## src/rtl/regfile_pkg.sv

```systemverilog
// regfile_pkg: shared constants, types and helpers for the register-file scoreboard.
// Latency: n/a (declarations only).
// Backpressure: n/a.
package regfile_pkg;

  // Default register address width and the register count derived from it.
  localparam int REG_ADDR_W = 5;
  localparam int REG_NREG   = 2 ** REG_ADDR_W;

  // Index of the hardwired-zero register (used only when REGFILE_XZR_EN is defined).
  localparam int XZR_IDX = REG_NREG - 1;

  // Widest register file the popcount helper handles. ADDR_W must stay below this.
  localparam int MAX_ADDR_W = 8;
  localparam int MAX_NREG   = 2 ** MAX_ADDR_W;

  typedef logic [REG_ADDR_W-1:0] reg_addr_t;
  typedef logic [REG_NREG-1:0]   reg_mask_t;

  // Population count over a mask zero-extended to MAX_NREG bits.
  function automatic logic [MAX_ADDR_W:0] popcount(input logic [MAX_NREG-1:0] v);
    logic [MAX_ADDR_W:0] c;
    c = '0;
    for (int i = 0; i < MAX_NREG; i++) begin
      c = c + {{MAX_ADDR_W{1'b0}}, v[i]};
    end
    return c;
  endfunction

endpackage

```

## src/rtl/regfile_scoreboard_decode_onehot.sv

```systemverilog
// decode_onehot: binary address to one-hot vector, all zero when not enabled.
// Latency: combinational, zero cycles.
// Backpressure: none.
module decode_onehot #(
  parameter int ADDR_W = 5
) (
  input  logic [ADDR_W-1:0]      in,
  input  logic                   en,
  output logic [2**ADDR_W-1:0]   out
);

  // Drive exactly one bit high when enabled, nothing otherwise.
  always_comb begin
    out = '0;
    if (en) begin
      out[in] = 1'b1;
    end
  end

endmodule

```

## src/rtl/regfile_scoreboard.sv

```systemverilog
// regfile_scoreboard: writeback one-hot decoder plus pending-write scoreboard with RAW/WAW stall.
// Latency: wr_en/issue_ready combinational; busy/busy_count update one cycle after the edge.
// Backpressure: issue_ready drops on a hazard or flush. Optional macro REGFILE_XZR_EN makes reg NREG-1 hardwired zero.
module regfile_scoreboard
  import regfile_pkg::*;
#(
  parameter int ADDR_W = REG_ADDR_W,
  localparam int NREG  = 2 ** ADDR_W
) (
  input  logic              clk,
  input  logic              rst_n,
  input  logic              issue_valid,
  input  logic [ADDR_W-1:0] issue_addr,
  input  logic              src_a_used,
  input  logic [ADDR_W-1:0] src_a_addr,
  input  logic              src_b_used,
  input  logic [ADDR_W-1:0] src_b_addr,
  output logic              issue_ready,
  input  logic              wb_valid,
  input  logic [ADDR_W-1:0] wb_addr,
  input  logic              flush,
  output logic [NREG-1:0]   wr_en,
  output logic [NREG-1:0]   busy,
  output logic [ADDR_W:0]   busy_count
);

  logic [NREG-1:0]     busy_q, busy_d;
  logic [ADDR_W:0]     count_q, count_d;
  logic [NREG-1:0]     wr_raw, set_raw, set_mask, busy_eff;
  logic                hazard, accept;
  logic [MAX_NREG-1:0] busy_wide;
  logic [MAX_ADDR_W:0] pop_all;
  logic                unused_pop_hi;

  decode_onehot #(.ADDR_W(ADDR_W)) u_wb_dec (
    .in  (wb_addr),
    .en  (wb_valid),
    .out (wr_raw)
  );

  decode_onehot #(.ADDR_W(ADDR_W)) u_set_dec (
    .in  (issue_addr),
    .en  (accept),
    .out (set_raw)
  );

`ifdef REGFILE_XZR_EN
  // Top register reads as zero: never written, never marked pending.
  localparam logic [NREG-1:0] XZR_MASK = {1'b1, {(NREG-1){1'b0}}};
  assign wr_en    = wr_raw  & ~XZR_MASK;
  assign set_mask = set_raw & ~XZR_MASK;
`else
  assign wr_en    = wr_raw;
  assign set_mask = set_raw;
`endif

  // A same-cycle writeback clears the hazard since the file writes before it reads.
  assign busy_eff = busy_q & ~wr_en;

  // RAW on either used source, or WAW on the destination; evaluated even without issue_valid.
  always_comb begin
    hazard = 1'b0;
    if (src_a_used && busy_eff[src_a_addr]) hazard = 1'b1;
    if (src_b_used && busy_eff[src_b_addr]) hazard = 1'b1;
    if (busy_eff[issue_addr])               hazard = 1'b1;
  end

  assign issue_ready = !hazard && !flush;
  assign accept      = issue_valid && issue_ready;

  // Next pending vector: flush wipes everything, otherwise clear on writeback then set on accept.
  always_comb begin
    busy_d = '0;
    if (!flush) begin
      busy_d = busy_eff | set_mask;
    end
`ifdef REGFILE_XZR_EN
    busy_d[NREG-1] = 1'b0;
`endif
  end

  // Zero-extend to the helper width so one popcount serves any ADDR_W.
  always_comb begin
    busy_wide            = '0;
    busy_wide[NREG-1:0]  = busy_d;
  end

  assign pop_all       = popcount(busy_wide);
  assign count_d       = pop_all[ADDR_W:0];
  assign unused_pop_hi = |pop_all[MAX_ADDR_W:ADDR_W+1];

  // Pending-write state and its population count, cleared asynchronously on reset.
  always_ff @(posedge clk or negedge rst_n) begin
    if (!rst_n) begin
      busy_q  <= '0;
      count_q <= '0;
    end else begin
      busy_q  <= busy_d;
      count_q <= count_d;
    end
  end

  assign busy       = busy_q;
  assign busy_count = count_q;

endmodule
```

## config.mk

```make
export PLATFORM = sky130hd
export DESIGN_NAME = regfile_scoreboard
export DESIGN_NICKNAME = d
export VERILOG_FILES = /design/src/rtl/regfile_pkg.sv /design/src/rtl/regfile_scoreboard_decode_onehot.sv /design/src/rtl/regfile_scoreboard.sv
export SDC_FILE = /design/constraint.sdc
export NUM_CORES = 1
export LEC_CHECK = 0
export CORE_MARGIN = 1.5
export CORE_UTILIZATION = 51
export CTS_BUF_LIST = sky130_fd_sc_hd__clkbuf_8
export DETAILED_ROUTE_END_ITERATION = 8
export HOLD_SLACK_MARGIN = 0.08
export PLACE_DENSITY = 0.83
export SLEW_MARGIN = 0
export SYNTH_ARGS = -nofsm -noshare
export SYNTH_HDL_FRONTEND = slang
export SYNTH_HIERARCHICAL = 1
export SYNTH_SLANG_ARGS = --single-unit
```

## constraint.sdc

```tcl
create_clock -name clk -period 8.1 [get_ports clk]
set_input_delay 1.215 -clock clk [delete_from_list [all_inputs] [get_ports clk]]
set_output_delay 1.215 -clock clk [all_outputs]
set_load 0.05 [all_outputs]
```

==> results of run 1 <==
## metal layers
metal  part of all wire, %  routed length, µm
met1                    31               7100
met2                    41               9370
met3                    16               3610
met4                    12               2810
met5                     0                  0
## final cells by class
type | count | area share (%)
Inverter | 62 | 3.60
Timing Repair Buffer | 245 | 32.9
Sequential cell | 38 | 14.7
Multi-Input combinational cell | 317 | 45.5
Tap cell | 96 | 1.86
Clock buffer | 6 | 1.28
Clock inverter | 2 | 0.136
## path summary, 6_finish.rpt
path	from	end	slack, ns
max	wb_addr[0]	busy_count[4]	-0.67
min	busy[22]	busy[22]	0.82
max reg2reg	busy[30]	busy_count[5]	0.51
min reg2reg	busy[22]	busy[22]	0.82
max in group asynchronous	rst_n	busy[20]	6.48
min in group asynchronous	rst_n	busy[1]	1.03
## kinds of logic after synthesis
logic type / Yosys count / share of synthesized area [%]
AOI/OAI and AO/OA: 50 / 10.4
adders and majority gates: 31 / 15.3
muxes: 20 / 9.12
buffers and inverters: 82 / 8.64
and+or+nand+nor: 213 / 30.3
DFF: 38 / 25.6
xor gates and xnor gates: 3 / 0.706
## repair_timing
item | 4_1_cts | 5_1_grt
cloned | 0 | 0
setup endpoints to repair | 6 | 6
resized for setup | 59 | 47
pin swaps | 25 | 27
setup buffers | 17 | 9
## power breakdown
part           leakage (µW)  internal (µW)  switching [µW]
Sequential         0.000530            191            1.32
Combinational       0.00228           63.7            95.0
Clock             0.0000524           67.7            77.8
## registers in the layout, indices dropped and copies added (netlist names)
name        flops
busy           32
busy_count      6
## worst register-to-register path: stages, from the launching register on
cell	delay (ns)
dfrtp_1	0.41
nor2b_1	0.41
a2111oi_0	0.19
a2111oi_0	0.56
o21ai_1	0.27
o211ai_2	0.19
nor4_4	0.10
buf_4	0.17
buf_4	0.15
nand4bb_2	0.19
nor2_1	0.09
nor2_1	0.28
nor2_1	0.15
fa_1	0.57
inv_1	0.06
fa_1	0.42
fa_1	0.62
fa_2	0.51
fa_1	0.53
fa_1	0.56
inv_1	0.06
ha_1	0.31
a21o_1	0.20
a21oi_2	0.20
nor2b_1	0.08
o21a_1	0.18
## Yosys cell counts (8+ instances only)
cell type | number | area [µm²]
nor2_1 | 108 | 405
inv_1 | 59 | 221
dfrtp_1 | 38 | 951
nor2b_1 | 28 | 175
fa_1 | 24 | 480
or2_2 | 16 | 100
nand2b_1 | 14 | 87.6
clkbuf_1 | 11 | 41.3
mux4_2 | 11 | 248
a21oi_1 | 10 | 50.1
a2111oi_0 | 9 | 78.8
buf_2 | 8 | 40.0
mux2i_1 | 8 | 80.1
nand2_1 | 8 | 30.0
nand3b_1 | 8 | 60.1
## layout by cell type (no fill, tap or decap), drive strengths merged, types with 4 or more instances in the layout
master | netlist | routed
a21oi | 10 | 10
inv | 61 | 62
o2111ai | 4 | 4
or2 | 16 | 16
nand2b | 15 | 15
nor2 | 108 | 108
mux2i | 8 | 8
ha | 7 | 7
nor2b | 28 | 28
o21ai | 5 | 5
buf | 9 | 154
a2111oi | 9 | 9
nand3b | 8 | 8
dfrtp | 38 | 38
nand4bb | 7 | 7
fa | 24 | 24
clkbuf | 11 | 7
o211ai | 4 | 4
nand2 | 8 | 8
nand4b | 6 | 6
clkdlybuf4s50 | 0 | 90
mux4 | 11 | 11
## stage by stage
stage / area (µm²) / power [µW] / utilization [%]
finish: 6460 / 497 / 93.6
global route: 6460 / 504 / 93.6
CTS: 6200 / 464 / 89.8
detailed placement: 5880 / 321 / 85.2
global placement: 5880 / 319 / 85.2
floorplan: 3980 / 261 / -
==> impl_results.md, run 1 <==
* Status: finished, violations left
* Failing checks: DRC, setup timing
* Met1 Use GR at slightly below 60%
* Hold Fails Final Rpt at 0
* Crit path max-delay family: adder cells
* Startpoint types: input port
* Ant diodes at 0
* Slowest cell delay on critical path at about 0.56 ns
* 1st-iter DRT viols at around 1000
* Worst-Margin Slew at between 0.9 and 1 ns
* Chip Height at between 80 and 90 µm
* EDFF count, synth at 0
* Grt total ovfl at 0
* Largest net degree at the start of global routing at 39
* # rows at 30
* Antenna Nets Post-Route at 0
* Clk root buf: clkbuf_8
* Slowest-stage cell, CP: fa_1
* Max VDD drop at between 90 and 100 µV
* Share of cells above drive strength 1 at about 43%
* Met3 Track Usage GR at between 10% and 20%
* Register area share after synthesis at ~26%
* First-pass GRT wire length at about 28000 µm
* CTS tree: built
* Global route hottest layer: met2
* Nets at 727
* Gate Count Post-Synth at 437
* Crit-path most repeated cell: inv_2
* Worst skew pair latency at 0.31 ns
* # DRC at 62
* GR Util met2 at 78.8%
* Vias per Instance at slightly above 7
* CTS Buf Count at 5
* Clk_skew at approximately 0.013 ns
* CTS sink count at 38
* Unrepaired setup endpoints after global routing: yes
* Crit path DAT at ~9.0 ns
* Worst min path class: flop to flop
* Seq. cell area at roughly 950 µm²
* Initial antenna violation count at 0
* Crit Path Max Fanout at 4
* CTS Buffer Depth at 2
* Synth Flop Type: dfrtp_1
* Max-cap violations at 0
* Min Tclk post-route at between 8 and 9 ns
* Max-slew headroom at about two fifths
* Reg2Reg Depth at 25
* FFs w/ async S/R, synth at 100%
* Initial Util at a little over half
* Final Max Slew Viols at 0
* Die ar. at about 0.008 mm²
* Routability-driven placement congestion ratio at a little over 1
* FMAX at roughly 110 MHz
* Syn nets at just under 500
* Final wirelength at about 23000 µm
* Syn avg cell area at ~8.5 µm²
* Synth cell types at 52
* Final setup margin at -0.670 ns
* Vias at about 5500
* Number of instances in the placed design at between 700 and 800
* Clk slew on worst S/H paths at 0.08 ns
* Fill cell count at roughly 220
* Htree depth at 2
* Multi-input gate area at a little under 0.003 mm²
* Final hold slack at between 0.8 and 0.9 ns
* Avg WL per Cell at about 30 µm
* Pwr dens at approximately 77 mW/mm²
* CP Buf/Inv Count at 10
* # setup viols final at 5
* CORE AREA at ~0.007 mm²
* CP required at a little over 8 ns
* Router iterations before antenna repair at 9
* Hpwl dp at roughly 12000 µm
* Synth Warn # at 6
* Cell Count, Final, Fillers Out at between 700 and 800
* Leak at 0.00286 µW
* Setup Total Neg Slack at -2.94 ns
* Cell Area, Synth at approximately 0.0037 mm²
* Hold depth at 3
* Vias in the first global route at around 5000
* Die X at roughly 88 µm
* Critical path class: input port to flop
* Dpl ws at -1.04 ns
* Area delta synth->final at 73.8%
* CP Capture Type: flop
* Hold-fix buffers, CTS at 0
* Crit. path cell count at 33
* Final period util at 108%
* Seq cells post-synth at 38
* GRT Total Usage at between 50% and 60%
* IO buf count at 97
* Ports at roughly 100
Power figures use the tool's default switching activity.
==> run 2: changes to the inputs <==
--- a/config.mk
+++ b/config.mk
@@ -5,12 +5,15 @@
 export SDC_FILE = /design/constraint.sdc
 export NUM_CORES = 1
 export LEC_CHECK = 0
+export CELL_PAD_IN_SITES_DETAIL_PLACEMENT = 1
+export CELL_PAD_IN_SITES_GLOBAL_PLACEMENT = 2
 export CORE_MARGIN = 1.5
-export CORE_UTILIZATION = 51
+export CORE_UTILIZATION = 30
 export CTS_BUF_LIST = sky130_fd_sc_hd__clkbuf_8
+export CTS_CLUSTER_SIZE = 28
 export DETAILED_ROUTE_END_ITERATION = 8
 export HOLD_SLACK_MARGIN = 0.08
-export PLACE_DENSITY = 0.83
+export PLACE_DENSITY = 0.84
 export SLEW_MARGIN = 0
 export SYNTH_ARGS = -nofsm -noshare
 export SYNTH_HDL_FRONTEND = slang
==> run 2 against run 1 <==
The run ends with setup timing left. Setup slack improved by 0.55 ns. Critical path type unchanged. Die area increased by 67%. Count of clock-buffer cells in the layout decreased by 1. Maximum frequency increased by 6.7%. Largest power group unchanged. Largest cell class unchanged. Sequential share of layout area decreased by 0.13 points. Power decreased by 4.7%.
==> impl_results.md, run 2 (synthesis gave the netlist of run 1 again) <==
* Status: finished, violations left (unchanged)
* Failing checks: setup timing (was DRC, setup timing)
* Share of cells above drive strength 1 at 42.0% (was 42.7%)
* Crit-path most repeated cell: fa_2 (was inv_2)
* Chip Height at 114 µm (was 88.4 µm)
* First-pass GRT wire length at 26100 µm (was 28400 µm)
* Unrepaired setup endpoints after global routing: yes (unchanged)
* Hpwl dp at 13900 µm (was 12300 µm)
* GR Util met2 at 46.6% (was 78.8%)
* Die ar. at 0.0131 mm² (was 0.00782 mm²)
* Ant diodes at 0 (unchanged)
* Max VDD drop at 84.6 µV (was 97.7 µV)
* GRT Total Usage at 26.9% (was 51.0%)
* Most frequent cells in the layout: buf_4, clkdlybuf4s50_1, nor2_1 (unchanged)
* Clk slew on worst S/H paths at 0.08 ns (about the same)
* Slowest-stage cell, CP: fa_1 (unchanged)
* Crit Path Max Fanout at 7 (was 4)
* Area delta synth->final at 75.3% (was 73.8%)
* Pwr dens at 72.6 mW/mm² (was 76.8 mW/mm²)
* Reg2Reg Depth at 26 (was 25)
* Die X at 114 µm (was 88.4 µm)
* CTS tree: built (unchanged)
* Grt total ovfl at 0 (unchanged)
* Worst r2r src: busy[15] (was busy[30])
* Commonest non-fill, non-tap cell in the layout: buf_4 (unchanged)
* Slowest cell delay on critical path at 0.56 ns (about the same)
* CORE AREA at 0.0121 mm² (was 0.00691 mm²)
* 1st-iter DRT viols at 280 (was 1030)
* Final period util at 101% (was 108%)
* Max-cap violations at 0 (unchanged)
* Worst skew pair latency at 0.31 ns (about the same)
* Vias per Instance at 5.05 (was 7.14)
* Worst R2R End: busy_count[4] (was busy_count[5])
* Htree depth at 2 (unchanged)
* Global route hottest layer: met2 (unchanged)
* Power Internal at 313 µW (was 323 µW)
* Final wirelength at 17200 µm (was 22900 µm)
* Final hold slack at 0.801 ns (was 0.823 ns)
* Crit path launch: wb_addr[2] (was wb_addr[0])
* CP Capture Type: flop (unchanged)
* Antenna Nets Post-Route at 0 (unchanged)
* Combinational Power Share at 31.1% (was 31.9%)
* Worst-Margin Slew at 0.984 ns (was 0.929 ns)
* # setup viols final at 1 (was 5)
* Ports at 98 (unchanged)
* Vias at 4238 (was 5472)
* Sequential share of power at 40.6% (was 38.8%)
* # rows at 40 (was 30)
* Final instance area at 0.00652 mm² (was 0.00646 mm²)
* Clock power frac at 28.3% (was 29.3%)
* Max-slew headroom at 34.4% (was 38.1%)
* Seq. cell area at 951 µm² (unchanged)
* Critical path class: input port to flop (unchanged)
* Clk_skew at 0.00480 ns (was 0.0133 ns)
* Fill cell count at 1402 (was 215)
* Met3 Track Usage GR at 3.81% (was 17.9%)
* Multi-input gate area at 0.00289 mm² (was 0.00294 mm²)
* Min Tclk post-route at 8.22 ns (was 8.77 ns)
* Initial antenna violation count at 0 (unchanged)
* Crit path DAT at 8.44 ns (was 8.98 ns)
* NetSw at 161 µW (was 174 µW)
* Vias in the first global route at 4512 (was 5053)
* Number of instances in the placed design at 813 (was 732)
* Nets at 729 (was 727)
* Critical path destination: busy_count[4] (unchanged)
* Leak at 0.00289 µW (was 0.00286 µW)
* Final Max Slew Viols at 0 (unchanged)
* Met1 Use GR at 35.3% (was 57.8%)
* # DRC at 0 (was 62)
* DP Area at 0.00605 mm² (was 0.00588 mm²)
* Sw frac at 33.9% (was 35.1%)
* Final setup margin at -0.117 ns (was -0.670 ns)
* CTS Buffer Depth at 2 (unchanged)
* CTS sink count at 38 (unchanged)
* CP required at 8.32 ns (was 8.31 ns)
* IO buf count at 97 (unchanged)
* Cell Count, Final, Fillers Out at 839 (was 766)
* Clk root buf: clkbuf_8 (unchanged)
* Hold Fails Final Rpt at 0 (unchanged)
* Largest net degree at the start of global routing at 39 (unchanged)
* Routability-driven placement congestion ratio at 0.974 (was 1.02)
* Setup slack, reg-to-reg at 0.82 ns (was 0.51 ns)
* Avg WL per Cell at 20.5 µm (was 29.9 µm)
* Startpoint types: input port (unchanged)
* CTS Buf Count at 5 (unchanged)
* Dpl ws at -1.11 ns (was -1.04 ns)
* FMAX at 122 MHz (was 114 MHz)
* Worst min path class: flop to flop (unchanged)
* Max reg flops at 32 (unchanged)
* Initial Util at 30.8% (was 53.9%)
* Router iterations before antenna repair at 5 (was 9)
==> run 2: through the flow <==
stage / utilization [%] / power, µW / setup TNS [ns]
6_report: 54.1 / 473 / -0.117
5_1_grt: 54.1 / 491 / -0.711
4_1_cts: 52.4 / 470 / -0.318
3_5_place_dp: 50.2 / 329 / -5.41
3_3_place_gp: 50.2 / 327 / -5.14
2_1_floorplan: - / 261 / -0.463
==> run 2: worst min-delay path by stage <==
stage	depth (start not counted)	end	slack (ns)	from
6_report	3	busy[7]	0.80	busy[7]
5_1_grt	3	busy[2]	0.84	busy[2]
4_1_cts	3	busy[2]	0.80	busy[2]
3_5_place_dp	3	busy[7]	0.79	busy[7]
3_3_place_gp	3	busy[7]	0.74	busy[7]
2_1_floorplan	2	busy[7]	0.89	busy[7]
==> run 2: layout make-up <==
type	count	share of cell area (%)
tap	168	3.22
clock buffer	5	1.06
inverter	62	3.57
timing repair buffer	247	33.0
clock inverter	2	0.154
multi-input combinational	317	44.4
sequential	38	14.6
==> run 2: critical path, delay by kind of cell <==
family | cells | cell delay [ns]
buffers and inverters | 8 | 0.83
and+or+nand+nor | 8 | 1.57
muxes | 2 | 0.68
adders and majority gates | 8 | 3.64
AOI/OAI and AO/OA | 3 | 0.32
xor gates and xnor gates | 1 | 0.17
==> run 2: routing by layer <==
layer / part of all wire [%] / vias up
met5: 0 / -
met2: 51 / 136
met4: 2.2 / 0
li1: - / 1924
met1: 42 / 2150
met3: 5.3 / 28
==> run 2: power groups by stage <==
stage	sequential, µW	combinational (µW)	clock [µW]
global route	192	155	143
CTS	192	139	138
detailed placement	196	133	0
finish	192	147	134
global placement	196	131	0
floorplan	202	58.6	0
==> run 2: repair_timing <==
| item | CTS | global route |
|---|---|---|
| hold buffers | 0 | 0 |
| cloned | 0 | 0 |
| setup buffers | 12 | 8 |
| endpoints found under the setup margin | 6 | 5 |
| pin swaps | 29 | 33 |
| resized for setup | 61 | 50 |
